## src/rtl/arm_pipelined_pkg.sv

```systemverilog
// Shared definitions for the pipelined ARM execute/memory datapath.
package arm_pipelined_pkg;

  // Instruction condition field encodings.
  typedef enum logic [3:0] {
    EQ = 4'h0,
    NE = 4'h1,
    CS = 4'h2,
    CC = 4'h3,
    MI = 4'h4,
    PL = 4'h5,
    VS = 4'h6,
    VC = 4'h7,
    HI = 4'h8,
    LS = 4'h9,
    GE = 4'hA,
    LT = 4'hB,
    GT = 4'hC,
    LE = 4'hD,
    AL = 4'hE,
    NV = 4'hF
  } en_Cond;

  // Bit positions inside the NZCV flag vector.
  localparam int FLAG_N = 3;
  localparam int FLAG_Z = 2;
  localparam int FLAG_C = 1;
  localparam int FLAG_V = 0;

endpackage

```

## src/rtl/arm_pipelined_cond_check.sv

```systemverilog
// Combinational test of an instruction cond field against the NZCV flags.
module arm_pipelined_cond_check
  import arm_pipelined_pkg::*;
(
  input  logic [3:0] i_Cond,
  input  logic [3:0] i_Flags,
  output logic       o_Pass
);

  logic n, z, c, v;

  assign n = i_Flags[FLAG_N];
  assign z = i_Flags[FLAG_Z];
  assign c = i_Flags[FLAG_C];
  assign v = i_Flags[FLAG_V];

  // Decode the condition code into a pass/fail bit; NV never executes.
  always_comb begin
    o_Pass = 1'b0;
    case (en_Cond'(i_Cond))
      EQ:      o_Pass = z;
      NE:      o_Pass = ~z;
      CS:      o_Pass = c;
      CC:      o_Pass = ~c;
      MI:      o_Pass = n;
      PL:      o_Pass = ~n;
      VS:      o_Pass = v;
      VC:      o_Pass = ~v;
      HI:      o_Pass = c & ~z;
      LS:      o_Pass = ~c | z;
      GE:      o_Pass = (n == v);
      LT:      o_Pass = (n != v);
      GT:      o_Pass = ~z & (n == v);
      LE:      o_Pass = z | (n != v);
      AL:      o_Pass = 1'b1;
      NV:      o_Pass = 1'b0;
      default: o_Pass = 1'b0;
    endcase
  end

endmodule

```

## src/rtl/arm_pipelined_cond_unit.sv

```systemverilog
// Execute-stage conditional-execution unit: NZCV flags register, condition
// gating of write/branch controls, and the Execute->Memory pipeline register.
module arm_pipelined_cond_unit
  import arm_pipelined_pkg::*;
#(
  parameter int BusWidth = 32,
  parameter int RegAddrW = 4
) (
  input  logic                i_CLK,
  input  logic                i_RST,
  input  logic                i_Stall_M,
  input  logic                i_Flush_M,
  input  logic                i_Valid_E,
  input  logic [3:0]          i_Cond_E,
  input  logic [3:0]          i_ALU_Flags,
  input  logic [1:0]          i_FlagWrite_E,
  input  logic                i_PCSrc_E,
  input  logic                i_RegWrite_E,
  input  logic                i_MemWrite_E,
  input  logic [BusWidth-1:0] i_ALU_Result,
  input  logic [BusWidth-1:0] i_WriteData_E,
  input  logic [RegAddrW-1:0] i_WA3_E,
  output logic                o_CondEx_E,
  output logic                o_PCSrc_E,
  output logic [3:0]          o_Flags,
  output logic                o_RegWrite_M,
  output logic                o_MemWrite_M,
  output logic [BusWidth-1:0] o_ALUResult_M,
  output logic [BusWidth-1:0] o_WriteData_M,
  output logic [RegAddrW-1:0] o_WA3_M
);

  logic                cond_pass;
  logic [3:0]          flags_p1;
  logic                reg_write_p1;
  logic                mem_write_p1;
  logic [BusWidth-1:0] alu_result_p1;
  logic [BusWidth-1:0] write_data_p1;
  logic [RegAddrW-1:0] wa3_p1;

  // Conditions are always tested against the registered flags, so an
  // instruction's own flag update cannot influence its own execution.
  arm_pipelined_cond_check u_cond_check (
    .i_Cond  (i_Cond_E),
    .i_Flags (flags_p1),
    .o_Pass  (cond_pass)
  );

  // ---- Execute stage: combinational gating ----
  assign o_CondEx_E = cond_pass & i_Valid_E;
  assign o_PCSrc_E  = i_PCSrc_E & o_CondEx_E;

  // Architectural flags: N/Z and C/V halves update independently, only for
  // executed instructions, and are frozen while the M stage is stalled.
  always_ff @(posedge i_CLK) begin
    if (i_RST) begin
      flags_p1 <= 4'b0000;
    end else if (!i_Stall_M && o_CondEx_E) begin
      if (i_FlagWrite_E[1]) begin
        flags_p1[FLAG_N] <= i_ALU_Flags[FLAG_N];
        flags_p1[FLAG_Z] <= i_ALU_Flags[FLAG_Z];
      end
      if (i_FlagWrite_E[0]) begin
        flags_p1[FLAG_C] <= i_ALU_Flags[FLAG_C];
        flags_p1[FLAG_V] <= i_ALU_Flags[FLAG_V];
      end
    end
  end

  // ---- Execute -> Memory boundary ----
  // M-stage register with priority reset > flush > stall > load; a flush
  // inserts a zeroed bubble even while stalled.
  always_ff @(posedge i_CLK) begin
    if (i_RST || i_Flush_M) begin
      reg_write_p1  <= 1'b0;
      mem_write_p1  <= 1'b0;
      alu_result_p1 <= '0;
      write_data_p1 <= '0;
      wa3_p1        <= '0;
    end else if (!i_Stall_M) begin
      reg_write_p1  <= i_RegWrite_E & o_CondEx_E;
      mem_write_p1  <= i_MemWrite_E & o_CondEx_E;
      alu_result_p1 <= i_ALU_Result;
      write_data_p1 <= i_WriteData_E;
      wa3_p1        <= i_WA3_E;
    end
  end

  assign o_Flags       = flags_p1;
  assign o_RegWrite_M  = reg_write_p1;
  assign o_MemWrite_M  = mem_write_p1;
  assign o_ALUResult_M = alu_result_p1;
  assign o_WriteData_M = write_data_p1;
  assign o_WA3_M       = wa3_p1;

endmodule

```

## config.mk

```make
export PLATFORM = sky130hd
export DESIGN_NAME = arm_pipelined_cond_unit
export DESIGN_NICKNAME = d
export VERILOG_FILES = /design/src/rtl/arm_pipelined_pkg.sv /design/src/rtl/arm_pipelined_cond_check.sv /design/src/rtl/arm_pipelined_cond_unit.sv
export SDC_FILE = /design/constraint.sdc
export NUM_CORES = 1
export LEC_CHECK = 0
export BUFFER_PORTS_ARGS = -buffer_cell sky130_fd_sc_hd__buf_2
export CAP_MARGIN = 30
export CORE_MARGIN = 1
export CORE_UTILIZATION = 40
export CTS_CLUSTER_DIAMETER = 40
export DETAILED_ROUTE_END_ITERATION = 16
export PLACE_DENSITY = 0.69
export SYNTH_ARGS = -nofsm -noshare
export SYNTH_HDL_FRONTEND = slang
export SYNTH_HIERARCHICAL = 1
export SYNTH_SLANG_ARGS = --single-unit
```

## constraint.sdc

```tcl
create_clock -name i_CLK -period 2.45 [get_ports i_CLK]
set_input_delay 0.49 -clock i_CLK [delete_from_list [all_inputs] [get_ports i_CLK]]
set_output_delay 0.49 -clock i_CLK [all_outputs]
set_load 0.005 [all_outputs]
```

* Word-level counts from Yosys, hierarchy flattened
Index checks and enable logic that the tools add are counted.
Widths: inputs -> output; s select.
** Storage, ports and cells
- Register bits :: 74
- Bits of input ports :: 86
- Output and inout port bits :: 76
- Logic and storage cells :: 43
** Operators by class
- Equal/unequal tests :: 17
- Muxes and demuxes :: 1
- Bitwise logic cells :: 12
- Reduce and logical (&&, ||, !) cells :: 6
** Operator list (count)
- $eq 4x4->1 const B :: 8
- $eq 4x3->1 const B :: 4
- $pmux 1 s16 :: 1
- $eq 4x2->1 const B :: 2
- $and 1x1->1 :: 6
- $eq 4x1->1 const B :: 1
- $logic_not 4->1 :: 1
- $not 1->1 :: 4
- $reduce_and 2->1 :: 2
- $or 1x1->1 :: 2
- $eq 1x1->1 :: 1
- $logic_and 1x1->1 :: 1
- $logic_not 1->1 :: 1
- $logic_or 1x1->1 :: 1
- $ne 1x1->1 :: 1

* Longest topological paths before layout
- Word-level depth :: 6
- Gate-level depth with buffers :: 8
- Depth with buffers taken out :: 7

* Modules after synthesis
The synthesis kept the hierarchy.
** Modules (own cells, without submodules)
- arm_pipelined_cond_unit :: times used 1, cells an instance 249, area an instance 3343.2 um^2, seq. area each 1481.4 um^2
- arm_pipelined_cond_check :: times used 1, cells an instance 23, area an instance 155.1 um^2, seq. area each 0.0 um^2

* Worst setup path before layout
No wires, ideal clock.
- Path kind :: input port to output port
- From :: in i_Cond_E[0]
- To :: out o_PCSrc_E
- Data arrival time :: 1688 ps
- Required time :: 1960 ps
- Path slack :: 272 ps
- Stages :: 7
- Buffers on the path :: 1
- Path through :: buf_4 > nor2_1 > a211oi_1 > a2111oi_1 > a311oi_1 > o22ai_1 > and3_1
** On the way
- Longest elaborated chain between the ends :: 4
- Elaborated cells on any way between the ends :: 19
- Those cells by class :: eq/ne: 15; mux: 1; bitwise: 2; reduce/logical: 1
** RTL lines
- start, declared :: line arm_pipelined_cond_unit.sv:14 : input logic [3:0] i_Cond_E,
- $eq 4x4->1, or another cell as far along :: line arm_pipelined_cond_check.sv:20 : case (en_Cond'(i_Cond))
- $pmux 1 s16 * :: line arm_pipelined_cond_check.sv:20
- net cond_pass :: line arm_pipelined_cond_unit.sv:33 : logic cond_pass;
- $and 1x1->1 * :: line arm_pipelined_cond_unit.sv:50 : assign o_CondEx_E = cond_pass & i_Valid_E;
- $and 1x1->1 * :: line arm_pipelined_cond_unit.sv:51 : assign o_PCSrc_E = i_PCSrc_E & o_CondEx_E;
- end, declared :: line arm_pipelined_cond_unit.sv:24 : output logic o_PCSrc_E,
Mark *: on every way through the listed nets, which the timed path passes. The rest lies on a longest branch.

* Worst setup path after layout
- From :: reg flags_p1[0], in the netlist o_Flags[0]
- To :: out o_PCSrc_E
** On the way
- Longest elaborated chain between the ends :: 5
- Elaborated cells on any way between the ends :: 8
- Those cells by class :: eq/ne: 2; mux: 1; bitwise: 5
** RTL lines
- start, declared :: line arm_pipelined_cond_unit.sv:34 : logic [3:0] flags_p1;
- start signal, assigned by index :: line arm_pipelined_cond_unit.sv:60 : flags_p1[FLAG_N] <= i_ALU_Flags[FLAG_N];
- start signal, assigned by index :: line arm_pipelined_cond_unit.sv:61 : flags_p1[FLAG_Z] <= i_ALU_Flags[FLAG_Z];
- start signal, assigned by index :: line arm_pipelined_cond_unit.sv:64 : flags_p1[FLAG_C] <= i_ALU_Flags[FLAG_C];
- $ne 1x1->1 or $eq 1x1->1 (tied branches)
- $or 1x1->1 or $and 1x1->1 (tied branches) :: line arm_pipelined_cond_check.sv:34, arm_pipelined_cond_check.sv:33
- $pmux 1 s16 * :: line arm_pipelined_cond_check.sv:20
- net cond_pass :: line arm_pipelined_cond_unit.sv:33
- $and 1x1->1 * :: line arm_pipelined_cond_unit.sv:50
- $and 1x1->1 * :: line arm_pipelined_cond_unit.sv:51
Marked as above.

==> impl_metrics.py <==
metrics = {
    "finish": {
        "fin_nets": 522,
        "multi_input_area_um2": 1838,
        "seqCellArea_um2": 1491,
        "syn_to_final_growth_pct": 31.97,
        "num_antenna_cells": 0,
        "finalNonFillerCells": 546,
        "drive_gt1_share_pct": 62.13,
        "filler_cell_count": 753,
    },
    "drt": {
        "wirelength_um": 6799,
        "drtAntennaViolNets": 0,
        "drt_iter0_drc": 38,
        "vias": 2505,
        "avgRoutedWirePerCell_um": 12.45,
        "drc_errors": 0,
        "routed_via_density": 4.588,
        "dr.pass1.iters": 4,
    },
    "timing": {
        "hold_viol": 0,
        "rsz0062_at_grt": "yes",
        "tns_ns": 0,
        "finalSetupViolCount": 0,
        "setup_slack_ns": 0.03354,
        "min_period_ns": 2.416,
        "fin_worst_skew_ns": 0.003445,
        "tightestPinTransition_ns": 0.4688,
        "clock.fmax_ghz": 0.4138,
        "post-route-period-util_pct": 98.63,
        "final_max_slew_viol_count": 0,
        "slew_headroom_pct": 68.75,
    },
    "yosys": {
        "ys.flop_type": "dfxtp_1",
        "ys_types": 31,
        "synth_top_area_cell": "dfxtp_1",
        "syn_area_um2": 3498,
        "avgSynthCellArea_um2": 12.86,
        "seq_area_frac_synth_pct": 42.35,
        "synthTopCellsByArea": "dfxtp_1 42%, nor2_4 22%, mux2i_1 21%, buf_12 4.0%, nand2b_2 2.0%",
        "synth_top_area_share_pct": 42.35,
        "synth-async-reset-ratio_pct": 0,
        "yosys.cell_count.top_type": "dfxtp_1",
        "netlist_top_cells_count": "74 x dfxtp_1, 73 x mux2i_1, 68 x nor2_4, 8 x buf_4, 8 x nand2b_2",
        "ys_warn_count": 6,
        "synth_cells": 272,
        "synth-edff-count": 0,
        "synth.net_count": 358,
        "ys_ff_latch": 74,
    },
    "setup_path": {
        "r2r_end": "o_Flags[0]",
        "path_max_fanout": 3,
        "r2r_slack_ns": 0.31,
        "r2r_start": "o_Flags[0]",
        "critPathCaptureType": "output pin",
        "cp_data_arrival_time_ns": 1.93,
        "r2r_cells": 10,
        "required_ns": 1.96,
        "worstSetupPathType": "flop to output pin",
        "start_kind": "flop",
    },
    "clocking": {
        "cts_max_path_buffers": 2,
        "cts_buffers": 9,
        "cts.sink_count": 74,
        "postCtsHoldBufs": 0,
        "clk_pin_slew_ns": 0.07,
        "cts_tree": "done",
        "cts-root-buf": "clkbuf_8",
        "worstSkewPairLatency_ns": 0.33,
        "htreeDepth": 3,
    },
    "pwr": {
        "pwr-share-seq_pct": 46.7,
        "pwr-share-comb_pct": 15.1,
        "p_int_mw": 2.031,
        "pwr_density_cell_nw_per_um2": 583.5,
        "swShare_pct": 24.60,
        "p_leak_nw": 2.148,
        "power.switching_mw": 0.6628,
        "ir_worst_vdd_uv": 307.3,
        "clkPwrFrac_pct": 38.2,
    },
    "floorplan": {
        "die_y_um": 95.52,
        "rows": 33,
        "initial_utilization_pct": 41.94,
        "die_w_um": 95.52,
        "die-area_um2": 9124,
        "pin_count": 162,
        "core_area_um2": 8341,
    },
    "placement": {
        "place.gp.congestion": 0.6700,
        "dpl_worst_slack_ns": -0.002490,
        "dp.cells": 525,
        "numPortBuffers": 161,
        "dpl.hpwl_um": 5007,
    },
    "global_route": {
        "grt_usage_pct": 15.16,
        "antenna_found_initial": 0,
        "grt_max_degree": 43,
        "grt_pass1_wl_um": 10620,
        "grt_pass1_vias": 2433,
        "gr-total-overflow": 0,
    },
    "hold_path": {
        "hold_path.class": "input port to flop",
        "hold_path_depth": 3,
        "hold_path_end": "o_Flags[0]",
        "hp-start": "i_ALU_Flags[0]",
    },
    "run": {
        "drv_cap": 0,
    },
    "status": {
        "status": "complete, no violations",
    },
}
-- cell type report --
type                       count  share of cell area [%]
clock buffer                  11                   3.062
clock inverter                 5                   1.680
inverter                       1                 0.08130
multi-input combinational    179                   39.81
sequential                    74                   32.30
tap                          105                   2.846
timing repair buffer         171                   20.22
-- worst max-delay path: stages (launching register included) --
cell and delay (ns):
dfxtp_4 0.37, xor2_4 0.19, xor2_2 0.17, a2111oi_2 0.29, a311oi_1 0.10, o22ai_2 0.17
and3_1 0.19, buf_2 0.11
-- power groups by stage --
stage | sequential, mW | clock (mW) | combinational [mW]
floorplan | 1.29 | 0 | 0.272
global placement | 1.29 | 0 | 0.387
detailed placement | 1.29 | 0 | 0.396
CTS | 1.26 | 1.08 | 0.404
global route | 1.26 | 1.12 | 0.439
finish | 1.26 | 1.03 | 0.406
-- stage by stage --
step	utilization (%)	area [um^2]	power, mW	hold WS [ns]
floorplan	-	3498	1.563	0.5001
global placement	51.65	4308	1.673	0.4954
detailed placement	51.65	4308	1.684	0.4960
CTS	54.82	4572	2.738	0.3936
global route	55.36	4617	2.826	0.3918
finish	55.36	4617	2.694	0.4120
-- cells in the final DEF, fill, tap and decap left out, drive strengths merged --
cell type  count
o22a           1
clkbuf        11
nand2b         9
a311oi         1
nor2b          1
o22ai          1
clkinvlp       1
nand2          2
nor2          70
nor4b          1
or2            1
o21ai          1
clkinv         2
and4b          2
dfxtp         74
xor2           3
inv            1
mux2i         73
a21oi          5
and2           1
bufinv         2
and3           1
nand4b         2
a211oi         1
xnor2          1
a2111oi        1
buf          171
nor3           1
-- kinds of logic (layout without fill, tap and decap cells) --
family / Yosys count / count (layout) / share of synthesized area [%]
buffers and inverters: 19 / 188 / 6.402
XOR/XNOR: 4 / 4 / 1.002
AO/OA/AOI/OAI: 11 / 11 / 2.682
AND/OR/NAND/NOR: 91 / 91 / 26.68
flip-flops: 74 / 74 / 42.35
multiplexers: 73 / 73 / 20.89
-- per-layer routing --
layer	vias up	global-route usage, %	routed length, um
met1	1159	16.39	2660
met5	-	0	0
met2	88	26.96	3586
met3	8	5.263	469
li1	1250	-	-
met4	0	5.970	83
-- worst max-delay path by stage --
| stage | from | slack, ns | end |
|---|---|---|---|
| 2_1_floorplan | i_Cond_E[0] | 0.27 | o_PCSrc_E |
| 3_3_place_gp | i_Cond_E[0] | 0.06 | o_PCSrc_E |
| 3_5_place_dp | i_Cond_E[0] | -0.002 | o_PCSrc_E |
| 4_1_cts | o_Flags[0] | -0.01 | o_PCSrc_E |
| 5_1_grt | o_Flags[0] | -0.1 | o_PCSrc_E |
| 6_report | o_Flags[0] | 0.03 | o_PCSrc_E |
-- registers in the layout, indices dropped and copies added (netlist names) --
register       count
o_MemWrite_M       1
o_Flags            4
o_RegWrite_M       1
o_ALUResult_M     32
o_WA3_M            4
o_WriteData_M     32
-- repair_timing --
item	4_1_cts	5_1_grt
setup endpoints to repair	2	2
resized for setup	7	5
pin swaps	5	4
buffers inserted	3	2
(Power assumes the default switching activity.)
